### src/rtl/round_pipe.sv
// Two-stage pipelined fixed-point rounder (RNE/RHA/FLOOR/RTZ) with valid/ready on both sides and a
// saturating overflow counter. Define ROUND_PIPE_SAT_EN to clamp overflowed results to max positive.
module round_pipe #(
  parameter int DW = 16,
  parameter int FW = 8,
  parameter int CW = 8
) (
  input  logic               clk,
  input  logic               nreset,
  input  logic               in_valid,
  output logic               in_ready,
  input  logic [DW-1:0]      in_a,
  input  logic [1:0]         in_mode,
  output logic               out_valid,
  input  logic               out_ready,
  output logic [DW-FW-1:0]   out_z,
  output logic               out_ovf,
  output logic [CW-1:0]      ovf_cnt,
  input  logic               ovf_clr
);

  localparam int IW = DW - FW;
  localparam logic [IW-1:0] IMAX    = {1'b0, {(IW-1){1'b1}}};
  localparam logic [CW-1:0] CNT_MAX = '1;

  localparam logic [1:0] MODE_RNE   = 2'd0;
  localparam logic [1:0] MODE_RHA   = 2'd1;
  localparam logic [1:0] MODE_FLOOR = 2'd2;
  localparam logic [1:0] MODE_RTZ   = 2'd3;

  // Handshake: a transfer happens on a side in any cycle where both valid and ready are high;
  // a valid, once raised, holds its data stable until that transfer.

  logic          s1_valid;
  logic [IW-1:0] s1_int;
  logic          s1_inc;

  logic [IW-1:0] d_int;
  logic          d_s, d_h, d_t, d_inc;

  logic          s1_take;
  logic          s2_load;
  logic          out_xfer;

  logic [IW-1:0] s1_sum;
  logic          s1_ovf;
  logic [IW-1:0] s1_z;

  always_comb begin
    d_int = in_a[DW-1:FW];
    d_s   = in_a[DW-1];
    d_h   = in_a[FW-1];
    d_t   = |in_a[FW-2:0];
    d_inc = 1'b0;
    case (in_mode)
      MODE_RNE:   d_inc = d_h & (d_t | d_int[0]);
      MODE_RHA:   d_inc = d_h & (d_t | ~d_s);
      MODE_FLOOR: d_inc = 1'b0;
      MODE_RTZ:   d_inc = d_s & (d_h | d_t);
      default:    d_inc = 1'b0;
    endcase
  end

  assign in_ready = ~s1_valid | ~out_valid | out_ready;
  assign s1_take  = in_valid & in_ready;
  assign s2_load  = s1_valid & (~out_valid | out_ready);
  assign out_xfer = out_valid & out_ready;

  // Adding one can only overflow from the largest positive integer.
  always_comb begin
    s1_sum = s1_int + {{(IW-1){1'b0}}, s1_inc};
    s1_ovf = s1_inc & (s1_int == IMAX);
`ifdef ROUND_PIPE_SAT_EN
    s1_z   = s1_ovf ? IMAX : s1_sum;
`else
    s1_z   = s1_sum;
`endif
  end

  always_ff @(posedge clk or negedge nreset) begin
    if (!nreset) begin
      s1_valid <= 1'b0;
      s1_int   <= '0;
      s1_inc   <= 1'b0;
    end else begin
      if (s1_take) begin
        s1_valid <= 1'b1;
        s1_int   <= d_int;
        s1_inc   <= d_inc;
      end else if (s2_load) begin
        s1_valid <= 1'b0;
      end
    end
  end

  always_ff @(posedge clk or negedge nreset) begin
    if (!nreset) begin
      out_valid <= 1'b0;
      out_z     <= '0;
      out_ovf   <= 1'b0;
    end else begin
      if (s2_load) begin
        out_valid <= 1'b1;
        out_z     <= s1_z;
        out_ovf   <= s1_ovf;
      end else if (out_ready) begin
        out_valid <= 1'b0;
      end
    end
  end

  // Clear has priority over a coincident counted overflow.
  always_ff @(posedge clk or negedge nreset) begin
    if (!nreset) begin
      ovf_cnt <= '0;
    end else if (ovf_clr) begin
      ovf_cnt <= '0;
    end else if (out_xfer && out_ovf && (ovf_cnt != CNT_MAX)) begin
      ovf_cnt <= ovf_cnt + 1'b1;
    end
  end

endmodule
### config.mk
export PLATFORM = sky130hd
export DESIGN_NAME = round_pipe
export DESIGN_NICKNAME = d
export VERILOG_FILES = /design/src/rtl/round_pipe.sv
export SDC_FILE = /design/constraint.sdc
export NUM_CORES = 1
export LEC_CHECK = 0
export ABC_AREA = 0
export BUFFER_PORTS_ARGS = -buffer_cell sky130_fd_sc_hd__buf_2
export CAP_MARGIN = 10
export CORE_MARGIN = 2
export CORE_UTILIZATION = 53
export DETAILED_ROUTE_END_ITERATION = 8
export PLACE_DENSITY = 0.93
export SETUP_SLACK_MARGIN = 0.05
export SYNTH_ARGS = -nofsm -noshare
export SYNTH_HDL_FRONTEND = slang
export SYNTH_SLANG_ARGS = --single-unit
export TNS_END_PERCENT = 50
### constraint.sdc
create_clock -name clk -period 4.4 [get_ports clk]
set_input_delay 0.22 -clock clk [delete_from_list [all_inputs] [get_ports clk]]
set_output_delay 0.22 -clock clk [all_outputs]
set_load 0.005 [all_outputs]
Word level (Yosys, flattened, before mapping). Cells that the tools add are included.

Register bits after elaboration: 28. Output and inout bits: 19. Logic and storage cells: 44.

Bitwise operators: 16. Add/subtract/negate cells: 2. Reductions and logical operators: 7. Equal/unequal tests: 5. Multiplexer cells: 7.

Operator list (number): $mux 8 (2); $add 8x1->8 (1); $add 8x1->8 const B (1); $eq 8x7->1 const B (1); $ne 8x8->1 const B (1); $and 1x1->1 (7); $reduce_or 7->1 (1); $or 1x1->1 (6); $reduce_bool 2->1 (3); $eq 2x2->1 const B (2); $mux 1 (4); $pmux 1 s4 (1); $not 1->1 (3); $eq 2x1->1 const B (1); $logic_and 1x1->1 (2); $logic_not 2->1 (1).

Longest topological paths before layout. Gate-level depths: netlist of run 1.

Depth after elaboration: 5. Mapped depth: 5.

Worst setup path after synthesis of run 1. No wires, ideal clock.

Path type: reg-to-reg. Start point: register ovf_cnt[0]. End point: register ovf_cnt[7]. Arrival time: 1477 ps. Clock period less this slack: 1555 ps. Setup slack: 2845 ps. Data required time: 4322 ps. Cell stages (with the launch flop): 6. Cell sequence: dfrtp_1 ha_1 nand4_2 o21ai_4 or4_1 a21oi_1.

Longest elaborated chain between the ends: 3.

RTL lines: start: declaration (RTL line 18) `output logic [CW-1:0] ovf_cnt,`; start signal: assignment (RTL line 119) `ovf_cnt <= ovf_cnt + 1'b1;`; $add 8x1->8 / $ne 8x8->1 (equally long branches) (RTL line 119, 118); $mux 8 / $logic_and 1x1->1 (equally long branches) (RTL line 118) `end else if (out_xfer && out_ovf && (ovf_cnt != CNT_MAX)) begin`; $mux 8 / $reduce_bool 2->1 (equally long branches).

Parallel ways exist; a longest one is shown, timed or not. The select of a mux whose other input is x is not followed. A chain may end at the register's enable or synchronous reset.

Worst setup path after layout of run 1. Same ends and word-level chain as after synthesis.

==> summary.log, run 1 <==
[placed_design] placed cell count 189
[timing] RSZ-0062 raised after global routing no
[clock_tree] clock transition time at the flip-flop clock pins of the worst setup and hold paths 0.15 ns
[yosys] Cell variety after synth 33
[yosys] Post-synth EDFFs 0
[outcome] status finished clean
[yosys] leading area contributor after synthesis sky130_fd_sc_hd__dfrtp_1
[layout] layout cell share with drive strength beyond 1 36.6%
[placed_design] estimated wirelength of the detail-placed design 2120 um
[floorplanning] effective utilization at floorplan 55.0%
[power] maximum vdd ir drop 0.271 mV
[drt] average detailed-routed wire length per instance 14.3 um
[worst_setup_path] nature of the critical path endpoint flop
[global_route] global-route wire length before repair 4390 um
[worst_setup_path] category of the critical setup timing path flop to flop
[flow_run] Max-cap violations 0
[drt] number of detailed-route iterations in the first pass 4
[worst_setup_path] data arrival time of the worst path 1.99 ns
[floorplanning] boundary pin count 42
[drt] drt total wl 2780 um
[timing] setup clock skew after layout 0.00844 ns
[yosys] number of flip-flops and latches in the synthesized netlist 28
[floorplanning] die height 54.3 um
[placed_design] number of buffers added on ports 41
[timing] Worst Tran Pin Value 0.609 ns
[timing] Sum Neg Setup Slack 0 ns
[clock_tree] latest clock arrival within the worst-skew pair 0.34 ns
[yosys] most used standard cell by instance count after synthesis sky130_fd_sc_hd__dfrtp_1
[power] power per standard cell area 362 nW/um^2
[yosys] ys async rst share 100%
[worst_setup_path] kind of start point of the critical path flop
[timing] worst hold slack 0.0994 ns
[yosys] Seq/Total Area, Yosys 52.3%
[worst_setup_path] maximum net fanout on the critical path 8
[layout] final instance count without filler cells 194
[yosys] Synth top cells by count sky130_fd_sc_hd__dfrtp_1 (28), sky130_fd_sc_hd__nand2_1 (12), sky130_fd_sc_hd__mux2_2 (10), sky130_fd_sc_hd__o21ai_0 (9), sky130_fd_sc_hd__nor2_1 (7)
[yosys] area share of the leading cell type in the synthesized netlist 52.3%
[timing] final number of setup-violating endpoints 0
[global_route] pin count of the biggest net entering global routing 29
[timing] Relative slew margins 59.4%
[clock_tree] Setup Fix Bufs, Post-CTS 0
[drt] routed vias/inst 5.63
[timing] Max Freq 586 MHz
[layout] ANT cells 0
[global_route] antenna violations before repair 0
[layout] count of nets after finishing 191
[yosys] synthesis warning total 0
[worst_setup_path] minimum setup slack among reg-to-reg paths 2.69 ns
[timing] fin crit period 1.71 ns
[clock_tree] clock tree from TritonCTS built
[global_route] Total Routing Usage GR 21.1%
[global_route] vias in the first global route 1,038
[timing] post-route clock period utilization 38.8%
[clock_tree] Clock Sink Count 28
[yosys] mean area per synthesized cell 11.2 sq um
[layout] area delta synth->final 22.1%
[clock_tree] Clock Tree Buf Depth 2
[hold_path] class of the tightest hold or removal check input pin to flop
[clock_tree] CTS root buffer sky130_fd_sc_hd__clkbuf_4
[timing] count of endpoints failing hold in the final timing report 0
[worst_setup_path] Critical Path Max Stage Delay 0.48 ns
[power] Leakage 0.780 nW
[floorplanning] die footprint 2940 sq um
[worst_setup_path] cell type of the slowest stage on the worst timing path sky130_fd_sc_hd__or4_1
[yosys] number of nets produced by synthesis 146
[global_route] sum of overflow across all layers after global routing 0
[yosys] leading register cell type out of synthesis sky130_fd_sc_hd__dfrtp_1
[drt] Post-DRT Antenna Nets 0
[clock_tree] TritonCTS Buffers 3
[drt] Iter 0 DRT Violations 13
[yosys] number of cells produced by synthesis 120
[clock_tree] H-tree depth 1
[floorplanning] die span in x 54.3 um
[yosys] top cells by area, synth sky130_fd_sc_hd__dfrtp_1 (52%), sky130_fd_sc_hd__mux2_2 (8.4%), sky130_fd_sc_hd__xor2_1 (3.9%), sky130_fd_sc_hd__o21ai_0 (3.4%), sky130_fd_sc_hd__nand2_1 (3.4%)
[clock_tree] # resized after CTS 0
[layout] filler cell count 192
[placed_design] routability-driven placement congestion ratio 0.804
[timing] number of pins with negative max-slew slack in the final report 0
[drt] residual DRC count 0
[floorplanning] row count 18
[floorplanning] CORE AREA 2430 sq um
[worst_setup_path] cells traversed along the worst timing path ha_1 > nand4_2 > o21ai_4 > or4_1 > a21oi_1
[drt] routed via count 1,093
[yosys] Cell Area, Synth 1340 sq um
[worst_setup_path] WP data required 4.68 ns
[flip-flops by register name, summed over array words and instances, names as in the netlist]
name and count:
out_ovf 1, s1_int 8, s1_inc 1, ovf_cnt 8
out_z 8, s1_valid 1, out_valid 1
[power breakdown]
part           internal, W  switching (W)  total [W]
clock            0.0000923      0.0000774   0.000170
combinational    0.0000550      0.0000476   0.000103
sequential        0.000292      0.0000279   0.000320
total             0.000439       0.000153   0.000592
[timing repair]
item                       in CTS  in global routing
setup endpoints to repair       0                  0
hold endpoints to repair       28                  0
hold buffers                    1                  0
[per-stage QoR]
| step | setup WS, ns | area, sq um | total power [W] | util (%) |
|---|---|---|---|---|
| after floorplan | 2.85 | 1340 | 0.000374 | - |
| after global placement | 2.84 | 1570 | 0.000418 | 64.7 |
| after detailed placement | 2.72 | 1570 | 0.000427 | 64.7 |
| after CTS | 2.68 | 1640 | 0.000597 | 67.2 |
| after global routing | 2.61 | 1640 | 0.000625 | 67.2 |
| final | 2.69 | 1640 | 0.000592 | 67.2 |
[cell usage in the layout (no fill, tap or decap), types with 2 or more instances in the layout]
cell type,synthesis,routed
sky130_fd_sc_hd__buf_2,1,41
sky130_fd_sc_hd__dfrtp_1,28,28
sky130_fd_sc_hd__nand2_1,12,12
sky130_fd_sc_hd__mux2_2,10,10
sky130_fd_sc_hd__o21ai_0,9,9
sky130_fd_sc_hd__nor2_1,7,7
sky130_fd_sc_hd__nand3_1,6,6
sky130_fd_sc_hd__xor2_1,6,6
sky130_fd_sc_hd__a21oi_1,5,5
sky130_fd_sc_hd__xnor2_1,4,4
sky130_fd_sc_hd__and3_1,3,3
sky130_fd_sc_hd__ha_1,3,3
sky130_fd_sc_hd__clkbuf_4,0,3
sky130_fd_sc_hd__nand2b_1,2,2
sky130_fd_sc_hd__inv_1,2,2
sky130_fd_sc_hd__nand4_1,2,2
sky130_fd_sc_hd__or3_1,2,2
sky130_fd_sc_hd__o211ai_1,2,2
[cells by family after synthesis]
logic type,synth area share [%]
AO/OA/AOI/OAI,10.2
XOR/XNOR,6.54
adder cells (fa/ha/maj),2.80
buffers and inverters,1.21
flip-flops,52.3
multiplexers,9.16
AND/OR/NAND/NOR,17.8
[worst max-delay path, delay by kind of cell (launching register included)]
family          cells  cell delay (ns)
simple gates        2             0.64
flops               1             0.47
compound gates      2             0.27
fa+ha+maj           1             0.26
[layer usage]
metal / wire length, um / track usage (%) / part of all wire [%] / vias up
met2: 1530 / 41.2 / 55 / 35
met3: 151 / 6.28 / 5.4 / 2
met1: 1080 / 21.1 / 39 / 532
met5: 0 / 0 / 0 / -
li1: - / - / - / 524
met4: 16 / 5.83 / 0.58 / 0
[layout make-up]
cell class / count / area (sq um) / area share, %
clock buffer: 3 / 22.5 / 1.38
tap: 30 / 37.5 / 2.30
inverter: 2 / 7.51 / 0.459
timing repair buffer: 42 / 215 / 13.2
multi-input combinational: 88 / 622 / 38.0
sequential: 28 / 701 / 42.8
clock inverter: 1 / 30.0 / 1.84
[path summary, 6_finish.rpt]
kind	from	cells past startpoint	endpoint
worst max-delay path	ovf_cnt[0]$_DFFE_PN0P_	5	ovf_cnt[7]$_DFFE_PN0P_
max in group asynchronous	nreset	2	s1_int[1]$_DFFE_PN0P_
worst min-delay path	in_valid	2	s1_valid$_DFFE_PN0P_
worst max register to register	ovf_cnt[0]$_DFFE_PN0P_	5	ovf_cnt[7]$_DFFE_PN0P_
min in group asynchronous	nreset	2	ovf_cnt[0]$_DFFE_PN0P_
worst min register to register	out_z[5]$_DFFE_PN0P_	2	out_z[5]$_DFFE_PN0P_
(Power assumes the default switching activity.)
==> run 2: changes to the inputs <==
CORE_UTILIZATION = 50   (was 53)
PLACE_DENSITY = 0.89   (was 0.93)
clock period = 1.73 ns   (was 4.4 ns; I/O delays follow)
==> run 2 against run 1 <==
  * Core utilization is 1.4 points higher
  * Worst setup slack worse by 2.6 ns
  * Combinational power grew to 2.6 times the previous value
  * Register-to-register slack worse by 2.6 ns
  * Final cell count is 5.2% higher
  * Largest power group unchanged
  * Via count is 0.73% higher
  * Critical endpoint unchanged
  * Critical path type unchanged
==> summary.log, run 2 (synthesized netlist as in run 1, its figures left out) <==
[global_route] Total Routing Usage GR 19.5% [-1.6 points]
[clock_tree] latest clock arrival within the worst-skew pair 0.31 ns [-0.03 ns]
[timing] Max Freq 626 MHz [+6.8%]
[clock_tree] Clock Tree Buf Depth 2 [unchanged]
[floorplanning] die height 55.7 um [+2.7%]
[layout] count of nets after finishing 202 [+5.8%]
[layout] filler cell count 209 [+8.9%]
[placed_design] estimated wirelength of the detail-placed design 2160 um [+2.2%]
[power] maximum vdd ir drop 0.595 mV [+120%]
[global_route] sum of overflow across all layers after global routing 0 [unchanged]
[layout] final core area utilization 68.7% [+1.4 points]
[layout] area delta synth->final 28.2%
[worst_setup_path] depth of the critical timing path with buffers and inverters included 5 [unchanged]
[flow_run] Max-cap violations 0 [unchanged]
[placed_design] routability-driven placement congestion ratio 0.795 [-1.2%]
[clock_tree] Clock Sink Count 28 [unchanged]
[timing] post-route clock period utilization 92.4% [+54 points]
[timing] final number of setup-violating endpoints 0 [unchanged]
[layout] Largest regs out_z x8, ovf_cnt x8, s1_int x8
[global_route] global-route wire length before repair 4850 um [+11%]
[drt] drt total wl 2850 um [+2.4%]
[hold_path] class of the tightest hold or removal check input pin to flop
[drt] Post-DRT Antenna Nets 0 [unchanged]
[floorplanning] effective utilization at floorplan 53.6% [-1.5 points]
[worst_setup_path] cell type group with the largest total delay on the critical path simple AND/OR/NAND/NOR gates
[clock_tree] TritonCTS Buffers 3 [unchanged]
[layout] flip-flop and latch area 701 sq um [unchanged]
[power] clock network fraction of total power 19.3% [-9.4 points]
[timing] setup clock skew after layout 0.00250 ns [-0.00594 ns]
[floorplanning] row count 18 [unchanged]
[worst_setup_path] nature of the critical path endpoint flop
[power] switching power 0.000365 W [+140%]
[worst_setup_path] cell type of the slowest stage on the worst timing path sky130_fd_sc_hd__or4_1
[layout] layout cell share with drive strength beyond 1 36.8% [+0.20 points]
[floorplanning] CORE AREA 2500 sq um [+2.8%]
[timing] Sum Neg Setup Slack 0 ns [unchanged]
[worst_setup_path] kind of start point of the critical path flop
[drt] residual DRC count 0 [unchanged]
[clock_tree] CTS root buffer sky130_fd_sc_hd__clkbuf_4
[worst_setup_path] WP data required 1.98 ns [-2.70 ns]
[worst_setup_path] cells traversed along the worst timing path ha_2 > nand4_4 > o21ai_4 > or4_1 > a21oi_1
[hold_path] Worst Hold Depth 2 [unchanged]
[layout] most common library cell in the layout ignoring fill and taps sky130_fd_sc_hd__buf_2
[clock_tree] clock transition time at the flip-flop clock pins of the worst setup and hold paths 0.14 ns [about the same]
[placed_design] instance area after placement 1580 sq um [+0.48%]
[floorplanning] die span in x 55.7 um [+2.7%]
[timing] Worst Tran Pin Value 0.609 ns [+0.000699 ns]
[placed_design] number of buffers added on ports 41 [unchanged]
[worst_setup_path] Critical Path Max Stage Delay 0.48 ns [about the same]
[power] power per standard cell area 781 nW/um^2 [+120%]
[power] Comb pwr share 20.3% [+3.0 points]
[timing] Relative slew margins 59.4% [about the same]
[outcome] status finished clean
[drt] number of detailed-route iterations in the first pass 4 [unchanged]
[drt] routed vias/inst 5.40 [-4.2%]
[worst_setup_path] maximum net fanout on the critical path 8 [unchanged]
[power] Leakage 0.820 nW [+5.1%]
[worst_setup_path] buffers plus inverters on the worst setup path 0 [unchanged]
[power] sequential power share 60.4% [+6.4 points]
[power] share of total power consumed by net switching 27.2% [+1.4 points]
[worst_setup_path] category of the critical setup timing path flop to flop
[timing] count of endpoints failing hold in the final timing report 0 [unchanged]
[global_route] pin count of the biggest net entering global routing 29 [unchanged]
[clock_tree] clock tree from TritonCTS built
[drt] routed via count 1,101 [+0.73%]
[timing] fin crit period 1.60 ns [-0.109 ns]
[timing] RSZ-0062 raised after global routing no
[layout] area of combinational cells with multiple inputs 633 sq um [+1.8%]
[worst_setup_path] data arrival time of the worst path 1.85 ns [-0.14 ns]
[global_route] antenna violations before repair 0 [unchanged]
[worst_setup_path] Worst R2R Path Depth 5 [unchanged]
[layout] ANT cells 0 [unchanged]
[floorplanning] die footprint 3110 sq um [+5.5%]
[drt] Iter 0 DRT Violations 37 [+24]
[global_route] vias in the first global route 1,134 [+9.2%]
[layout] most frequent cells in the layout sky130_fd_sc_hd__buf_2 (41), sky130_fd_sc_hd__dfrtp_1 (28), sky130_fd_sc_hd__nand2_1 (12)
[timing] number of pins with negative max-slew slack in the final report 0 [unchanged]
[layout] Layout Cell Area excl Fill 1720 sq um [+5.0%]
[power] Internal Power 0.000976 W [+120%]
[floorplanning] boundary pin count 42 [unchanged]
[clock_tree] H-tree depth 1 [unchanged]
[drt] average detailed-routed wire length per instance 13.9 um [-2.6%]
## run 2: final timing paths
check / startpoint / end / slack [ns]
min in group asynchronous: nreset / ovf_cnt[3]$_DFFE_PN0P_ / 0.30
setup reg to reg: ovf_cnt[1]$_DFFE_PN0P_ / ovf_cnt[7]$_DFFE_PN0P_ / 0.13
max in group asynchronous: nreset / s1_int[4]$_DFFE_PN0P_ / 1.04
hold / removal: in_a[8] / s1_int[0]$_DFFE_PN0P_ / 0.02
hold reg to reg: out_z[5]$_DFFE_PN0P_ / out_z[5]$_DFFE_PN0P_ / 0.51
setup / recovery: ovf_cnt[1]$_DFFE_PN0P_ / ovf_cnt[7]$_DFFE_PN0P_ / 0.13
## run 2: cell type report
| cell class | count | area share [%] |
|---|---|---|
| tap | 30 | 2.19 |
| inverter | 2 | 0.437 |
| clock buffer | 3 | 1.31 |
| multi-input combinational | 88 | 36.9 |
| timing repair buffer | 53 | 18.4 |
| sequential | 28 | 40.8 |
## run 2: power groups by stage
stage / logic [W] / registers [W] / clock network, W
2_1_floorplan: 0.000135 / 0.000815 / 0
3_3_place_gp: 0.000251 / 0.000817 / 0
3_5_place_dp: 0.000264 / 0.000823 / 0
4_1_cts: 0.000278 / 0.000810 / 0.000264
5_1_grt: 0.000312 / 0.000822 / 0.000291
6_report: 0.000272 / 0.000810 / 0.000259
## run 2: worst register-to-register path: stages, from the launching register on
cell and delay, ns:
sky130_fd_sc_hd__dfrtp_1 0.43, sky130_fd_sc_hd__ha_2 0.21, sky130_fd_sc_hd__nand4_4 0.13, sky130_fd_sc_hd__o21ai_4 0.11
sky130_fd_sc_hd__or4_1 0.48, sky130_fd_sc_hd__a21oi_1 0.17
## run 2: layer usage
| layer | GRT usage (%) | up-vias | routed length, um |
|---|---|---|---|
| met5 | 0 | - | 0 |
| met4 | 5.57 | 0 | 20 |
| met3 | 2.56 | 2 | 129 |
| met2 | 35.4 | 32 | 1460 |
| met1 | 24.0 | 527 | 1240 |
| li1 | - | 540 | - |
## run 2: metrics by stage
step                      total power [W]  instances  hold slack [ns]  worst slack [ns]
after floorplan                  0.000950        120           -0.209             0.175
after global placement            0.00107        190            0.122             0.171
after detailed placement          0.00109        190            0.131            0.0502
after CTS                         0.00135        202           0.0128            0.0592
after global routing              0.00142        204          0.00517            0.0932
final                             0.00134        204           0.0213             0.131
## run 2: repair_timing
item	4_1_cts	5_1_grt
setup buffers	1	2
pin swaps	0	0
hold endpoints to repair	35	0
endpoints found under the setup margin	1	2
resized for setup	0	2
hold buffers	8	0
gates cloned	0	0
